[config.mk]
export PLATFORM = sky130hd
export DESIGN_NAME = pipe_stage_reg
export DESIGN_NICKNAME = d
export VERILOG_FILES = /design/src/rtl/pipe_stage_reg.sv
export SDC_FILE = /design/constraint.sdc
export NUM_CORES = 1
export LEC_CHECK = 0
export BUFFER_PORTS_ARGS = -buffer_cell sky130_fd_sc_hd__buf_4
export CORE_MARGIN = 3
export CORE_UTILIZATION = 40
export CTS_CLUSTER_SIZE = 10
export DETAILED_ROUTE_END_ITERATION = 7
export PLACE_DENSITY = 0.62
export RECOVER_POWER = 25
export SYNTH_ARGS = -nofsm -noshare
export SYNTH_HDL_FRONTEND = slang
export SYNTH_SLANG_ARGS = --single-unit
[constraint.sdc]
create_clock -name clk -period 8.3 [get_ports clk]
set_clock_uncertainty 0.05 [all_clocks]
set_input_delay 1.66 -clock clk [delete_from_list [all_inputs] [get_ports clk]]
set_output_delay 1.66 -clock clk [all_outputs]
set_load 0.02 [all_outputs]
[src/rtl/pipe_stage_reg.sv]
// Elastic inter-stage pipeline register: main + skid entry, flush, saturating stall counter.
// Latency: one cycle from in_fire to out_valid_o; sustains one entry per cycle.
// Backpressure: in_ready_o = ~skid_valid (registered); the skid entry absorbs one beat after ready drops.
module pipe_stage_reg #(
  parameter int CTRL_W = 8,
  parameter int DATA_W = 101,
  parameter int CNT_W  = 16
) (
  input  logic              clk,
  input  logic              rst,
  input  logic              flush_i,
  input  logic              in_valid_i,
  output logic              in_ready_o,
  input  logic [CTRL_W-1:0] in_ctrl_i,
  input  logic [DATA_W-1:0] in_data_i,
  output logic              out_valid_o,
  input  logic              out_ready_i,
  output logic [CTRL_W-1:0] out_ctrl_o,
  output logic [DATA_W-1:0] out_data_o,
  output logic [CNT_W-1:0]  stall_cnt_o
);

  // State bits are {main_valid, skid_valid}; 2'b01 cannot be reached.
  typedef enum logic [1:0] {
    EMPTY = 2'b00,
    ONE   = 2'b10,
    FULL  = 2'b11
  } state_t;

  state_t              state;
  logic                main_valid;
  logic                skid_valid;
  logic [CTRL_W-1:0]   main_ctrl;
  logic [DATA_W-1:0]   main_data;
  logic [CTRL_W-1:0]   skid_ctrl;
  logic [DATA_W-1:0]   skid_data;
  logic [CNT_W-1:0]    stall_cnt;

  logic                in_fire;
  logic                out_fire;
  logic                load_main;
  logic                load_skid;
  logic                promote_skid;

  assign main_valid  = state[1];
  assign skid_valid  = state[0];

  assign in_ready_o  = ~skid_valid;
  assign out_valid_o = main_valid;
  assign in_fire     = in_valid_i & in_ready_o;
  assign out_fire    = main_valid & out_ready_i;

  // New entry goes straight to main when main is empty or draining this cycle,
  // otherwise it parks in the skid slot. In FULL, in_fire is impossible.
  assign load_main    = in_fire & (~main_valid | out_fire);
  assign load_skid    = in_fire & main_valid & ~out_fire;
  assign promote_skid = skid_valid & out_fire;

  // Bubbles present a zero control field; data is left as-is.
  assign out_ctrl_o  = main_valid ? main_ctrl : '0;
  assign out_data_o  = main_data;
  assign stall_cnt_o = stall_cnt;

  // Occupancy FSM; flush empties the stage ahead of any handshake.
  always_ff @(posedge clk or posedge rst) begin
    if (rst) begin
      state <= EMPTY;
    end else if (flush_i) begin
      state <= EMPTY;
    end else begin
      case (state)
        EMPTY: if (in_fire) state <= ONE;
        ONE: begin
          if (in_fire && !out_fire)      state <= FULL;
          else if (!in_fire && out_fire) state <= EMPTY;
        end
        FULL:    if (out_fire) state <= ONE;
        default: state <= EMPTY;
      endcase
    end
  end

  // Payload registers; copied verbatim, untouched by a flush.
  always_ff @(posedge clk or posedge rst) begin
    if (rst) begin
      main_ctrl <= '0;
      main_data <= '0;
      skid_ctrl <= '0;
      skid_data <= '0;
    end else if (!flush_i) begin
      if (load_main) begin
        main_ctrl <= in_ctrl_i;
        main_data <= in_data_i;
      end else if (promote_skid) begin
        main_ctrl <= skid_ctrl;
        main_data <= skid_data;
      end
      if (load_skid) begin
        skid_ctrl <= in_ctrl_i;
        skid_data <= in_data_i;
      end
    end
  end

  // Count cycles where downstream refuses a valid entry; sticks at all-ones.
  always_ff @(posedge clk or posedge rst) begin
    if (rst) begin
      stall_cnt <= '0;
    end else if (main_valid && !out_ready_i && (stall_cnt != '1)) begin
      stall_cnt <= stall_cnt + 1'b1;
    end
  end

  a_no_illegal_state: assert property (@(posedge clk) disable iff (rst)
    !(!main_valid && skid_valid));

  a_hold_under_backpressure: assert property (@(posedge clk) disable iff (rst)
    (out_valid_o && !out_ready_i && !flush_i) |=>
      (out_valid_o && $stable(out_data_o) && $stable(out_ctrl_o)));

endmodule

==> summary.txt, run 1 <==
Worst setup path end: out_data_o[37]
Leak: 5.76 nW
Design Power: 4.82 mW
Post-synthesis mux area share: 23.2%
I/O pins: 241
Max-Cap Viols: 1
Final Critical Period: 4940 ps
Outcome: complete, but fails checks
PwrDens: 378 nW/um2
Worst Hold Launch: skid_data[59]
Global-route usage over all layers: 16.4%
RSZ-0062 raised after global routing: false
Levels on crit path: 3
Cell variety after synth: 35
Critical path arrival: 5400 ps
Final Net Count: 1161
Starting Density: 41.3%
CTS root buf: clkbuf_16
Peak supply drop: 0.179 mV
Simple-gate portion of the synthesized area: 7.16%
Setup Buffers After CTS: 0
Clock buffer count from CTS: 28
Total grt overflow: 0
Startpoint Class: input pin
Ys Warns: 0
Crit Path Max Fanout: 98
Compound-gate portion of the synthesized area: 6.61%
GPL Wtd Cong: 0.754
Count of final hold-check violations: 0
Core footprint: 24600 um2
PnR worst setup slack: 3360 ps
Setup crit end kind: asynchronous set/reset pin
Die Span Y: 165 um
Share of cells above drive strength 1: 32.6%
Crit Reg-Reg Endpoint: out_data_o[27]
# hold bufs at CTS: 0
DRC: 0
Vias per cell: 4.97
Netlist Area Pre-Place: 10200 um2
Clock slew at reported path FFs: 50 ps
DRT iter0 DRCs: 298
Post-DRT Antenna Nets: 0
Area Overhead vs Synth: 25.4%
Worst slew pin tran: 4400 ps
Post-Syn Nets: 935
H-tree levels: 1
First-pass GRT wire length: 36.4 mm
Commonest non-fill, non-tap cell in the layout: dfrtp_1
Slowest stage delay, CP: 2430 ps
Vias: 6842
Max_slew headroom: -195%
Crit path max-delay family: buffers and inverters
Rows: 57
CP cell instances: clkbuf_4, clkinvlp_2, buf_4
Register-to-Register Path Depth: 5
Worst Hold Class: flip-flop to flip-flop
Die area: 27300 um2
Buf+Inv Stages, Crit Path: 3
Drt total wl: 22.9 mm
Synth Area in Adders: 0.616%
Peak Freq: 202 MHz
Flop-to-flop setup slack: 5750 ps
# fillers: 2287
CP startpoint: rst
Critical path class: input pin to asynchronous set/reset pin
Drt pass-1 iters: 4
Setup violations, final: 0
RR Startpoint: state[1]
# clock sinks: 236
Die X: 165 um
Dpl ws: 4600 ps
Number of global-route vias before repair: 6937
Yosys reg bits: 236
CP max stage cell: clkinvlp_2
Hpwl dp: 14.6 mm
Largest family of logic cells by synthesized area: multiplexers
XOR/XNOR Fraction of Synth Area: 1.04%
Critical path required time: 8760 ps
Most frequent cells in the layout: dfrtp_1, buf_4, nor2_1, a21oi_1, mux2i_1
Fin. max-slew vios: 99
Avg WL per Cell: 16.6 um
Initial antenna violation count: 0
Sequential area share after synthesis: 58.2%
Synth Area per Inst: 12.4 um2
Crit share post-route: 59.6%
# resized after CTS: 0
I/O Buffers: 240
Clk Latency, worst-skew pair: 520 ps
Antenna cells: 0
Largest net degree at the start of global routing: 219
Total negative slack: 0 ps
Maximum clock path buffer count: 3
Cell count after synthesis: 816
Failing checks: max-capacitance violations, max-slew violations
CTS tree: built
-- sequential cells by signal, indices dropped and copies added (netlist names) --
register / count
main_ctrl: 8
out_data_o: 101
skid_ctrl: 8
skid_data: 101
stall_cnt_o: 16
state: 2
-- cell type report --
type	count	area (um2)	area share, %
sequential	236	5910	46.4
inverter	4	16.3	0.128
multi-input combinational	525	3910	30.7
timing repair buffer	247	1710	13.4
tap	324	405	3.18
clock buffer	40	797	6.26
-- synthesized netlist by cell type --
| cell | n | area [um2] |
|---|---|---|
| inv_1 | 4 | 15.0 |
| nor2_8 | 1 | 20.0 |
| nand4_2 | 1 | 12.5 |
| nor4_1 | 1 | 6.26 |
| a22oi_1 | 1 | 7.51 |
| a211oi_2 | 1 | 12.5 |
| dfrtp_1 | 236 | 5910 |
| buf_2 | 31 | 155 |
| nand3_1 | 10 | 50.1 |
| nor3_1 | 3 | 15.0 |
| a31oi_1 | 1 | 6.26 |
| and3_1 | 1 | 6.26 |
| mux2_2 | 100 | 1130 |
| nor2b_1 | 1 | 6.26 |
| clkbuf_1 | 1 | 3.75 |
| nand2b_1 | 2 | 12.5 |
| nand4_1 | 3 | 18.8 |
| o41a_4 | 1 | 21.3 |
| xor2_1 | 4 | 35.0 |
| nor2_1 | 118 | 443 |
| buf_4 | 15 | 113 |
| o31ai_1 | 1 | 7.51 |
| xnor2_1 | 8 | 70.1 |
| mux2_1 | 11 | 124 |
| and2_1 | 8 | 50.1 |
| nand2_1 | 12 | 45.0 |
| nand3_4 | 1 | 17.5 |
| and4_1 | 2 | 17.5 |
| o31ai_2 | 1 | 12.5 |
| ha_1 | 5 | 62.6 |
| mux2i_1 | 110 | 1100 |
| or2_0 | 1 | 6.26 |
| buf_6 | 4 | 45.0 |
| a21oi_1 | 115 | 576 |
| o41ai_4 | 1 | 27.5 |
-- where the power goes --
part           switching [mW]  total, mW  internal (mW)
Sequential              0.299       2.00           1.70
Combinational           0.942       1.73          0.791
Clock                   0.439       1.09          0.651
Total                    1.68       4.82           3.14
-- logic make-up (layout without fill, tap and decap cells) --
| kind of cell | after synthesis | count (layout) |
|---|---|---|
| DFF | 236 | 236 |
| buffers and inverters | 55 | 291 |
| and+or+nand+nor | 165 | 165 |
| xor gates and xnor gates | 12 | 12 |
| AOI/OAI and AO/OA | 122 | 122 |
| muxes | 221 | 221 |
| adders and majority gates | 5 | 5 |
-- metrics by stage --
stage | hold slack [ps] | util, % | cells | instance area, um2
final | 431 | 51.8 | 1376 | 12700
after global routing | 449 | 51.8 | 1376 | 12700
after CTS | 436 | 52.5 | 1376 | 12900
after detailed placement | 424 | 49.3 | 1336 | 12100
after global placement | 417 | 49.3 | 1336 | 12100
after floorplan | 407 | - | 816 | 10200
-- routing by layer --
metal / track usage, % / share of wire, %
met1: 21.7 / 44
met2: 25.8 / 45
met3: 6.06 / 9.3
met4: 3.89 / 1.9
met5: 0 / 0
-- how the worst min path moves through the flow --
stage                     to  slack, ps  cells past startpoint
2_1_floorplan  skid_data[54]        410                      1
3_3_place_gp   skid_data[59]        420                      1
3_5_place_dp   skid_data[61]        420                      1
4_1_cts        skid_data[61]        440                      1
5_1_grt        skid_data[56]        450                      1
6_report       skid_data[59]        430                      1
(Power assumes the default switching activity.)
==> run 2, diff against run 1 <==
ABC_AREA = 1   (was unset)
PLACE_DENSITY = 0.59   (was 0.62)
clock period = 4.7 ns   (was 8.3 ns; I/O delays follow)
==> run 2 against run 1 <==
Effect of this change:
- the run still ends with max-capacitance violations, max-slew violations left
- critical path depth did not move
- utilization down 0.50 points
- clock-buffer cell count fell by 6
- clock power rose by 72%
- non-clock buffer count rose by 2
- design area increased by 5.5%
- final cell count increased by 31%
- register-to-register slack got worse by 4200 ps
- synthesized area increased by 5.5%
- flip-flop and latch count stayed put
- power up 81%
- critical path type unchanged
- critical endpoint is now skid_data[30]
==> summary.txt, run 2 <==
Yosys top cell by area: dfrtp_1
Net switching fraction of the power: 36.8%
Avg WL per Cell: 14.1 um
Int Pwr: 5.52 mW
# clock sinks: 236
Drt total wl: 25.4 mm
Worst Hold Class: flip-flop to flip-flop
Synth top area cells: dfrtp_1, nand2_1, o21a_1, o21ai_0, inv_1
Clock slew at reported path FFs: 50 ps
Setup crit end kind: asynchronous set/reset pin
Dpl cell area: 12700 um2
Fin. max-slew vios: 109
Commonest cells post-synth: nand2_1, dfrtp_1, inv_1, nor2_1, o21ai_0
Design Power: 8.73 mW
I/O pins: 241
Post-DRT Antenna Nets: 0
Clock Power Share: 21.5%
RSZ-0062 raised after global routing: false
Vias per cell: 4.74
Drt pass-1 iters: 4
DRC: 0
Antenna cells: 0
Share of cells above drive strength 1: 20.2%
Top-count cell post-synth: nand2_1
Ys Warns: 0
Synth Area per Inst: 8.52 um2
Global-route usage over all layers: 17.4%
Commonest non-fill, non-tap cell in the layout: nand2_1
First-pass GRT wire length: 41.9 mm
Number of global-route vias before repair: 8349
Critical path required time: 4940 ps
Startpoint Class: input pin
Worst slew pin tran: 1780 ps
Post-synth EDFFs: 0
GPL Wtd Cong: 0.804
Post-synth top flop: dfrtp_1
# fillers: 2519
Total grt overflow: 0
Cell variety after synth: 22
Setup Buffers After CTS: 0
Outcome: complete, but fails checks
Crit share post-route: 70.4%
CTS root buf: clkbuf_16
Max_slew headroom: -18.7%
# resized after CTS: 0
Share of the synthesized area in the top cell type: 55.1%
Critical path arrival: 3550 ps
Die Span Y: 170 um
Largest net degree at the start of global routing: 115
Crit Path Max Fanout: 71
# hold bufs at CTS: 0
Die area: 28800 um2
Final instance area: 13400 um2
Maximum clock path buffer count: 3
Initial antenna violation count: 0
Count of final hold-check violations: 0
Area Overhead vs Synth: 25.4%
Setup violations, final: 0
Failing checks: max-capacitance violations, max-slew violations
CTS tree: built
I/O Buffers: 240
Rows: 59
H-tree levels: 1
Core footprint: 26200 um2
Combinational fraction of design power: 37.8%
Starting Density: 40.9%
Total negative slack: 0 ps
Yosys reg bits: 236
Psw: 3.21 mW
Asr flop ratio synth: 100%
Peak supply drop: 0.419 mV
Die X: 170 um
DRT iter0 DRCs: 447
Final Critical Period: 3310 ps
Leak: 6.66 nW
Sequential area share after synthesis: 55.1%
Sequential share of power: 40.7%
Hpwl dp: 16.6 mm
Worst hold slack: 432 ps
Post-Syn Nets: 1376
Most frequent cells in the layout: nand2_1, buf_4, dfrtp_1, inv_1, nor2_1
PwrDens: 650 nW/um2
Netlist Area Pre-Place: 10700 um2
Vias: 8543
Cell count after synthesis: 1257
Final Net Count: 1581
Clk Latency, worst-skew pair: 520 ps
Critical path class: input pin to asynchronous set/reset pin
Max-Cap Viols: 2
Clock buffer count from CTS: 28
Peak Freq: 302 MHz
[run 2: changes by cell type in the layout (fill, tap and decap cells not counted), sizes merged, moves of 8 or more]
| cell | before | now |
|---|---|---|
| buf | 202 | 246 |
| clkbuf | 85 | 37 |
| inv | 3 | 139 |
| o21a | 0 | 109 |
| nor2 | 119 | 133 |
| mux2i | 110 | 0 |
| and2 | 8 | 0 |
| mux2 | 111 | 0 |
| nand2 | 12 | 310 |
| o21ai | 0 | 116 |
[run 2: metrics by stage]
stage          worst slack, ps  instances  utilization, %
6_report                  1390       1803            51.3
5_1_grt                    776       1803            51.3
4_1_cts                   1550       1803            51.3
3_5_place_dp              1340       1767            48.4
3_3_place_gp              1400       1767            48.4
2_1_floorplan              618       1257               -
[run 2: critical path, stage by stage]
cell and delay, ps:
clkbuf_4 110, clkinvlp_2 980, clkbuf_2 1430
[run 2: layer usage]
metal	share of wire [%]	global-route usage (%)	vias up
met4	2.7	5.12	0
met5	0	0	-
li1	-	-	4377
met2	44	26.6	197
met3	8.0	5.68	46
met1	45	23.7	3923
[run 2: final timing paths]
check                               from              to  slack [ps]  cells past startpoint
setup / recovery                     rst   skid_data[30]        1390                      3
min in group asynchronous            rst    skid_data[4]         790                      2
hold / removal             skid_data[42]   skid_data[42]         430                      2
setup reg to reg                state[1]  out_data_o[64]        1600                      6
hold reg to reg            skid_data[42]   skid_data[42]         430                      2
max in group clk                state[1]  out_data_o[64]        1600                      6
[run 2: cells by family after synthesis]
kind of cell	synth area share, %
and+or+nand+nor	16.5
AOI/OAI and AO/OA	18.6
DFF	55.1
buffers and inverters	8.70
xor gates and xnor gates	0.491
adders and majority gates	0.584
[run 2: area by class of cell]
class / count / area (um2) / share of cell area [%]
Multi-Input combinational cell: 807 / 3910 / 29.1
Tap cell: 335 / 419 / 3.12
Sequential cell: 236 / 5910 / 44.0
Clock inverter: 2 / 13.8 / 0.102
Timing Repair Buffer: 249 / 1910 / 14.2
Clock buffer: 34 / 744 / 5.54
Inverter: 140 / 527 / 3.92
[run 2: power groups by stage]
stage	logic, mW	clock network [mW]	registers, mW
after floorplan	1.62	0	4.02
after global placement	3.29	0	3.56
after detailed placement	3.35	0	3.57
after CTS	3.35	1.95	3.56
after global routing	3.70	2.03	3.68
final	3.30	1.88	3.55
